--- src/rtl/jtag_shift_pkg.sv ---
//============================================================================
// Module      : jtag_shift_pkg
// Description : Shared opcodes, command-word field positions, FSM encoding
//               and pin-value helper for the JTAG shift-command executor.
// Revision    : 1.0 - initial release
//============================================================================
`default_nettype none

package jtag_shift_pkg;

    localparam logic [1:0] OP_TMS_SEQ = 2'b00;
    localparam logic [1:0] OP_SHIFT   = 2'b01;
    localparam logic [1:0] OP_RUNTEST = 2'b10;
    localparam logic [1:0] OP_RSVD    = 2'b11;

    localparam int OP_MSB       = 31;
    localparam int OP_LSB       = 30;
    localparam int LAST_TMS_BIT = 29;
    localparam int CNT_MSB      = 28;
    localparam int CNT_LSB      = 24;

    typedef enum logic [2:0] {
        ST_IDLE      = 3'd0,
        ST_CMD_WAIT  = 3'd1,
        ST_DECODE    = 3'd2,
        ST_DATA_REQ  = 3'd3,
        ST_DATA_WAIT = 3'd4,
        ST_BIT_LO    = 3'd5,
        ST_BIT_HI    = 3'd6,
        ST_RESULT    = 3'd7
    } state_e;

    // Returns {tms, tdi} for one bit of a command.
    function automatic logic [1:0] bit_pins(input logic [1:0] op,
                                            input logic       last_tms,
                                            input logic       is_last,
                                            input logic       dbit);
        logic [1:0] pins;
        pins = 2'b00;
        case (op)
            OP_TMS_SEQ: pins = {dbit, 1'b0};
            OP_SHIFT:   pins = {is_last & last_tms, dbit};
            default:    pins = 2'b00;
        endcase
        return pins;
    endfunction

endpackage

`default_nettype wire

--- src/rtl/jtag_tck_phase_gen.sv ---
//============================================================================
// Module      : jtag_tck_phase_gen
// Description : TCK half-period divider; strobes the end of each low/high phase.
// Revision    : 1.0 - initial release
//============================================================================
`default_nettype none

module jtag_tck_phase_gen #(
    parameter int TCK_DIV = 4
) (
    input  logic rclk,
    input  logic rrst_n,
    input  logic run_i,
    input  logic start_i,
    output logic rise_stb_o,
    output logic fall_stb_o,
    output logic phase_done_o
);

    localparam logic [7:0] c_DIV_LAST = 8'(TCK_DIV - 1);

    logic [7:0] div_q, div_d;
    logic       phase_q, phase_d;

    // phase_q = 0 while tck is low, 1 while tck is high
    always_comb begin
        div_d        = div_q;
        phase_d      = phase_q;
        phase_done_o = run_i && !start_i && (div_q == c_DIV_LAST);
        rise_stb_o   = phase_done_o && !phase_q;
        fall_stb_o   = phase_done_o && phase_q;
        if (start_i) begin
            div_d   = 8'd0;
            phase_d = 1'b0;
        end else if (run_i) begin
            if (phase_done_o) begin
                div_d   = 8'd0;
                phase_d = !phase_q;
            end else begin
                div_d = div_q + 8'd1;
            end
        end
    end

    always_ff @(posedge rclk) begin
        if (!rrst_n) begin
            div_q   <= 8'd0;
            phase_q <= 1'b0;
        end else begin
            div_q   <= div_d;
            phase_q <= phase_d;
        end
    end

endmodule

`default_nettype wire

--- src/rtl/jtag_shift_cmd_executor.sv ---
//============================================================================
// Module      : jtag_shift_cmd_executor
// Description : Pops JTAG shift commands from a FIFO, drives TCK/TMS/TDI and
//               returns captured TDO words on a valid/ready stream.
// Revision    : 1.0 - initial release
//============================================================================
`default_nettype none

module jtag_shift_cmd_executor
    import jtag_shift_pkg::*;
#(
    parameter int DATA_W  = 32,
    parameter int TCK_DIV = 4
) (
    input  logic              rclk,
    input  logic              rrst_n,
    input  logic              fifo_rempty,
    output logic              fifo_r_en,
    input  logic [DATA_W-1:0] fifo_rdata,
    output logic              tck,
    output logic              tms,
    output logic              tdi,
    input  logic              tdo,
    output logic [DATA_W-1:0] tdo_data,
    output logic              tdo_valid,
    input  logic              tdo_ready,
    output logic              busy,
    output logic              cmd_err
);

    state_e            state_q, state_d;
    logic [1:0]        op_q, op_d;
    logic              last_tms_q, last_tms_d;
    logic [4:0]        cnt_q, cnt_d;
    logic [4:0]        bit_q, bit_d;
    logic [DATA_W-1:0] data_q, data_d;
    logic [DATA_W-1:0] tdo_data_q, tdo_data_d;
    logic              tck_q, tck_d;
    logic              tms_q, tms_d;
    logic              tdi_q, tdi_d;
    logic              cmd_err_q, cmd_err_d;

    logic              w_run, w_start, w_rise, w_fall, w_done;
    logic [4:0]        w_bit_nxt;

    assign w_run     = (state_q == ST_BIT_LO) || (state_q == ST_BIT_HI);
    assign w_start   = (state_q == ST_DECODE) || (state_q == ST_DATA_WAIT);
    assign w_bit_nxt = bit_q + 5'd1;

    jtag_tck_phase_gen #(
        .TCK_DIV (TCK_DIV)
    ) u_phase (
        .rclk         (rclk),
        .rrst_n       (rrst_n),
        .run_i        (w_run),
        .start_i      (w_start),
        .rise_stb_o   (w_rise),
        .fall_stb_o   (w_fall),
        .phase_done_o (w_done)
    );

    // Read enable is gated by reset so nothing is popped while held in reset.
    assign fifo_r_en = rrst_n && !fifo_rempty &&
                       ((state_q == ST_IDLE) || (state_q == ST_DATA_REQ));

    always_comb begin
        state_d    = state_q;
        op_d       = op_q;
        last_tms_d = last_tms_q;
        cnt_d      = cnt_q;
        bit_d      = bit_q;
        data_d     = data_q;
        tdo_data_d = tdo_data_q;
        tck_d      = tck_q;
        tms_d      = tms_q;
        tdi_d      = tdi_q;
        cmd_err_d  = 1'b0;

        case (state_q)
            ST_IDLE: begin
                if (!fifo_rempty) state_d = ST_CMD_WAIT;
            end
            ST_CMD_WAIT: begin
                op_d       = fifo_rdata[OP_MSB:OP_LSB];
                last_tms_d = fifo_rdata[LAST_TMS_BIT];
                cnt_d      = fifo_rdata[CNT_MSB:CNT_LSB];
                state_d    = ST_DECODE;
            end
            ST_DECODE: begin
                bit_d = 5'd0;
                case (op_q)
                    OP_TMS_SEQ: state_d = ST_DATA_REQ;
                    OP_SHIFT: begin
                        tdo_data_d = '0;
                        state_d    = ST_DATA_REQ;
                    end
                    OP_RUNTEST: begin
                        data_d  = '0;
                        tms_d   = 1'b0;
                        tdi_d   = 1'b0;
                        state_d = ST_BIT_LO;
                    end
                    default: begin
                        cmd_err_d = 1'b1;
                        state_d   = ST_IDLE;
                    end
                endcase
            end
            ST_DATA_REQ: begin
                if (!fifo_rempty) state_d = ST_DATA_WAIT;
            end
            ST_DATA_WAIT: begin
                data_d         = fifo_rdata;
                {tms_d, tdi_d} = bit_pins(op_q, last_tms_q, cnt_q == 5'd0, fifo_rdata[0]);
                state_d        = ST_BIT_LO;
            end
            ST_BIT_LO: begin
                if (w_rise) begin
                    tck_d = 1'b1;
                    if (op_q == OP_SHIFT) tdo_data_d[bit_q] = tdo;
                end
                if (w_done) state_d = ST_BIT_HI;
            end
            ST_BIT_HI: begin
                if (w_fall) tck_d = 1'b0;
                if (w_done) begin
                    if (bit_q == cnt_q) begin
                        tdi_d   = 1'b0;
                        state_d = (op_q == OP_SHIFT) ? ST_RESULT : ST_IDLE;
                    end else begin
                        bit_d          = w_bit_nxt;
                        {tms_d, tdi_d} = bit_pins(op_q, last_tms_q, w_bit_nxt == cnt_q,
                                                  data_q[w_bit_nxt]);
                        state_d        = ST_BIT_LO;
                    end
                end
            end
            ST_RESULT: begin
                if (tdo_ready) state_d = ST_IDLE;
            end
            default: state_d = ST_IDLE;
        endcase
    end

    always_ff @(posedge rclk) begin
        if (!rrst_n) begin
            state_q    <= ST_IDLE;
            op_q       <= 2'b00;
            last_tms_q <= 1'b0;
            cnt_q      <= 5'd0;
            bit_q      <= 5'd0;
            data_q     <= '0;
            tdo_data_q <= '0;
            tck_q      <= 1'b0;
            tms_q      <= 1'b1;
            tdi_q      <= 1'b0;
            cmd_err_q  <= 1'b0;
        end else begin
            state_q    <= state_d;
            op_q       <= op_d;
            last_tms_q <= last_tms_d;
            cnt_q      <= cnt_d;
            bit_q      <= bit_d;
            data_q     <= data_d;
            tdo_data_q <= tdo_data_d;
            tck_q      <= tck_d;
            tms_q      <= tms_d;
            tdi_q      <= tdi_d;
            cmd_err_q  <= cmd_err_d;
        end
    end

    assign tck       = tck_q;
    assign tms       = tms_q;
    assign tdi       = tdi_q;
    assign tdo_data  = tdo_data_q;
    assign tdo_valid = (state_q == ST_RESULT);
    assign busy      = (state_q != ST_IDLE);
    assign cmd_err   = cmd_err_q;

endmodule

`default_nettype wire

--- config.mk ---
export PLATFORM = sky130hd
export DESIGN_NAME = jtag_shift_cmd_executor
export DESIGN_NICKNAME = d
export VERILOG_FILES = /design/src/rtl/jtag_shift_pkg.sv /design/src/rtl/jtag_tck_phase_gen.sv /design/src/rtl/jtag_shift_cmd_executor.sv
export SDC_FILE = /design/constraint.sdc
export NUM_CORES = 1
export LEC_CHECK = 0
export ABC_AREA = 1
export CAP_MARGIN = 20
export CORE_MARGIN = 2
export CORE_UTILIZATION = 45
export DETAILED_ROUTE_END_ITERATION = 7
export PLACE_DENSITY = 0.69
export SLEW_MARGIN = 20
export SYNTH_ARGS = -nofsm -noshare
export SYNTH_HDL_FRONTEND = slang
export SYNTH_SLANG_ARGS = --single-unit
--- constraint.sdc ---
create_clock -name rclk -period 5.9 [get_ports rclk]
set_input_delay 1.18 -clock rclk [delete_from_list [all_inputs] [get_ports rclk]]
set_output_delay 1.18 -clock rclk [all_outputs]
set_load 0.005 [all_outputs]
# After elaboration in Yosys (flattened, before gate mapping)
# Index checks and enable logic that the tools add are counted.
# word_totals
reg_bits	93
latch_bits	0
ramBits	0
rom_bits	0
in_bits	37
output_inout_bits	39
wordCells	115
n_memories	0
# op_classes
n_addsub	2
multipliers	0
n_div	0
magnitude_cmp	3
eq_ne	23
shift	0
n_mux	37
bitwise	3
reduce_logical	34
# ops
op	n
$mux 32	4
$pmux 32 s2	2
$bwmux 32	1
$pmux 3 s8	1
$mux 3	7
$ne 2x1->1 const B	8
$eq 3x3->1 const B	4
$lt 5x6->1 const B	2
$eq 5x5->1	2
$mux 1	10
$mux 5	2
$pmux 5 s2	1
$reduce_and 3->1	3
$add 8x1->8 const B	1
$eq 8x2->1 const B	1
$mux 8	1
$pmux 2 s2	2
$reduce_and 4->1	2
$reduce_bool 2->1	4
$logic_and 1x1->1	7
$eq 3x2->1 const B	2
$ne 2x2->1 const B	3
$pmux 1 s3	2
$pmux 3 s2	1
20 further kinds	29

# Depth between registers and ports, before layout
# logic_depth
ltp_word	8
mapped_depth	15
mapped_depth_nobuf	14

# Hierarchy
# From an unflattened synthesis, not the netlist that was laid out.
# hier_totals
hier_cells	709
area_unflattened_um2	4662.0
# modules_own_cells
module	n_inst	cells_each	area_per_inst_um2	seq_area_each_um2
jtag_shift_cmd_executor	1	636	4152.7	1681.6
jtag_tck_phase_gen	1	73	509.2	180.2

# Least setup slack after synthesis
# Ideal clock, no wire load.
# synth_path
path_kind	input-to-output
start	input rrst_n
end	output fifo_r_en
t_arrival_ns	1.548
required_time_ns	4.720
slack_ns	3.172
path_stages	3
path_buffers	1
path_cell_list	buf_1 -> nand2_1 -> nor2_1
# synth_via
elab_chain_len	2
# synth_lines
item	line_no	text
from (decl)	jtag_shift_cmd_executor.sv:16	input logic rrst_n,
$logic_and 1x1->1 (2 in series)	jtag_shift_cmd_executor.sv:63	assign fifo_r_en = rrst_n && !fifo_rempty &&
to (decl)	jtag_shift_cmd_executor.sv:18	output logic fifo_r_en,
# No other way between the ends.

# Worst setup path after layout
# Ends and elaborated chain as after synthesis.

==> impl_metrics.toml <==
[synth]
yosysUniqueCellTypes = 36
yosysSeqAreaShare_pct = 38.5
synth_fp_nets = 774
syn-cell-area_um2 = 4840
synth_cells = 732
async_reset_ff_share_pct = 0
avgSynthCellArea_um2 = 6.61
synth_edf_count = 0
synthFlopType = "dfxtp_1"
synth.top_cell.area_share_pct = 38.5
synth_top_cell_by_area = "dfxtp_1"
yosys_warnings = 0
ys_seq_elements = 93
synthTopCellsByArea = "dfxtp_1 (38%), nand2_1 (10%), a21oi_1 (9.3%)"

[worst_setup_path]
cp-start-kind = "primary input"
reg2regPathDepth = 14
crit_arrival_ns = 2.69
r2r_end = "tms"
required_ns = 4.72
crit_slowest_cell = "clkdlybuf4s50_1"
end_kind = "primary output"
r2r-start = "bit_q[0]"
startpoint = "rrst_n"
critPathKind = "primary input to primary output"
cp_common_cell = "clkdlybuf4s50_1"
path_cells = "clkdlybuf4s50_1 -> nand2_1 -> nor2_1 -> clkdlybuf4s50_1"
slowest_delay_ns = 0.79
cp_num_buf_inv = 2
crit_fanout = 14
rrSetupSlack_ns = 2.52
path_delay_family = "buffers and inverters"

[timing]
clock_skew_ns = 0.00851
drv_slew = 0
fmax_mhz = 259
grt_setup_unrepaired = "false"
fin_tns_setup_ns = 0
min_period_over_period_pct = 65.5
worst_pin_slew_ns = 0.991
whs_ns = 0.469
setup_viol = 0
min_period_ns = 3.87
slew-limit-headroom_pct = 33.9
final_hold_viol_count = 0

[outcome]
status = "complete, no violations"

[floorplan]
initial_core_util_pct = 46.6
dieArea_um2 = 11600
io_pins = 76
die-height_um = 108
fp-row-count = 37
coreArea_um2 = 10400
die_w_um = 108

[clock_network]
post_cts_buffers = 0
cts_tree = "done"
clkTransAtPathRegs_ns = 0.10
clockBufferDepth = 2
root_buffer = "clkbuf_8"
clkSinkCount = 93
cts_buffers = 9
ctsHoldBuffers = 0
post_cts_resized = 0
cts_htree_levels = 3
clk_latency_ns = 0.36

[drt]
post-route-drc-count = 0
viasPerCell = 5.22
wl_per_cell_um = 13.1
antenna_left = 0
wl_um = 12100
vias = 4821
drt_pass1_iterations = 5
drtIter0Drc = 288

[hold_path]
whs_endpoint = "data_q[3]"
hold_path.startpoint = "data_q[3]"
holdPathStages = 2
hp-class = "flop to flop"

[global_routing]
globalRouteOverflowTotal = 0
antenna_found_initial = 0
grt_pass1_vias = 4415
gr-usage-all-layers_pct = 21.7
grt_max_degree = 42
grt_pass1_wl_um = 20700

[power]
intPower_w = 0.00108
pwr-share-clk_pct = 25.8
switchingPower_w = 0.000662
seq_power_share_pct = 43.4
powerDensity_nw_per_um2 = 299
power.leakage_nw = 2.20
combPwrFrac_pct = 30.8
p_sw_share_pct = 38.0
ir_drop_v = 0.000219

[final_layout]
final_cell_mix = "nand2_1 (133), nor2_1 (106), dfxtp_1 (93), a21oi_1 (90), inv_1 (82)"
nFillCells = 1041
regArea_um2 = 1860
multi_input_area_um2 = 2450
nets = 824
final_layout_size_suffix_gt1_share_pct = 4.45
mostFrequentLayoutCell = "nand2_1"
diodes = 0
syn2layout_area_growth_pct = 20.2

[placed_design]
dp_hpwl_um = 8360
numPortBuffers = 75
gp_congestion = 0.855

[run]
drv_cap = 0
[cells in the mapped netlist (2+ instances only)]
library cell  instances
nand2_1             133
nor2_1              107
dfxtp_1              93
a21oi_1              90
inv_1                82
nand3_1              37
o21ai_0              36
nand4_1              33
o21ai_1              29
clkbuf_1             25
nor3_1               10
buf_2                 7
xor2_1                6
ha_1                  5
xnor2_1               4
buf_1                 3
buf_4                 3
buf_6                 3
clkinv_1              3
inv_2                 3
a211oi_1              2
and3_1                2
o22ai_1               2
or2_2                 2
[stage by stage]
stage	cells	setup slack [ns]	util [%]	power [W]	cell area, µm²
6_report	923	2.03	56.1	0.00174	5810
5_1_grt	923	1.92	56.1	0.00186	5810
4_1_cts	923	2.04	56.1	0.00174	5810
3_5_place_dp	907	2.06	54.1	0.00130	5610
3_3_place_gp	907	2.07	54.1	0.00129	5610
2_1_floorplan	732	3.17	-	0.00115	4840
[state kept, by name (all words and copies together) (netlist names)]
| name | count |
|---|---|
| tms | 1 |
| u_phase.phase_q | 1 |
| state_q | 3 |
| tdi | 1 |
| tck | 1 |
| last_tms_q | 1 |
| data_q | 32 |
| op_q | 2 |
| tdo_data | 32 |
| bit_q | 5 |
| u_phase.div_q | 8 |
| cmd_err | 1 |
| cnt_q | 5 |
[power groups by stage]
| stage | Sequential, W | Clock [W] | Combinational [W] |
|---|---|---|---|
| 2_1_floorplan | 0.000730 | 0 | 0.000415 |
| 3_3_place_gp | 0.000767 | 0 | 0.000519 |
| 3_5_place_dp | 0.000770 | 0 | 0.000528 |
| 4_1_cts | 0.000755 | 0.000457 | 0.000532 |
| 5_1_grt | 0.000767 | 0.000486 | 0.000610 |
| 6_report | 0.000755 | 0.000449 | 0.000536 |
[kinds of logic (layout without fill, tap and decap cells)]
group / count (synthesis) / in the layout / share of synthesized area (%)
AO/OA/AOI/OAI: 163 / 163 / 17.4
XOR/XNOR: 10 / 10 / 1.81
adder cells (fa/ha/maj): 5 / 5 / 1.29
buffers and inverters: 130 / 185 / 11.0
flip-flops: 93 / 93 / 38.5
AND/OR/NAND/NOR: 331 / 331 / 29.9
[final cells by class]
cell class / instances / area share, %
repair buffers: 80 / 13.6
well taps: 136 / 2.93
multi-input cells: 509 / 42.1
clock buffers: 10 / 2.37
clock inverters: 6 / 1.18
flip-flops and latches: 93 / 32.0
inverters: 89 / 5.79
[worst register-to-register path, delay by kind of cell (launching register included)]
family,cells,cell delay (ns)
and+or+nand+nor,11,0.84
adders and majority gates,1,0.70
buffers and inverters,2,0.79
DFF,1,0.98
[how the worst max path moves through the flow]
stage / to / slack (ns) / cells after the start
floorplan: fifo_r_en / 3.17 / 3
global placement: fifo_r_en / 2.07 / 4
detailed placement: fifo_r_en / 2.06 / 4
CTS: fifo_r_en / 2.04 / 4
global route: fifo_r_en / 1.92 / 4
finish: fifo_r_en / 2.03 / 4
[per-layer routing]
metal / wire (µm) / GRT usage (%) / share of wire (%) / up-vias
met1: 5700 / 30.0 / 47 / 2170
li1: - / - / - / 2486
met5: 0 / 0 / 0 / -
met4: 148 / 7.60 / 1.2 / 0
met3: 596 / 2.72 / 4.9 / 11
met2: 5650 / 34.9 / 47 / 154
Power figures use the tool's default switching activity.
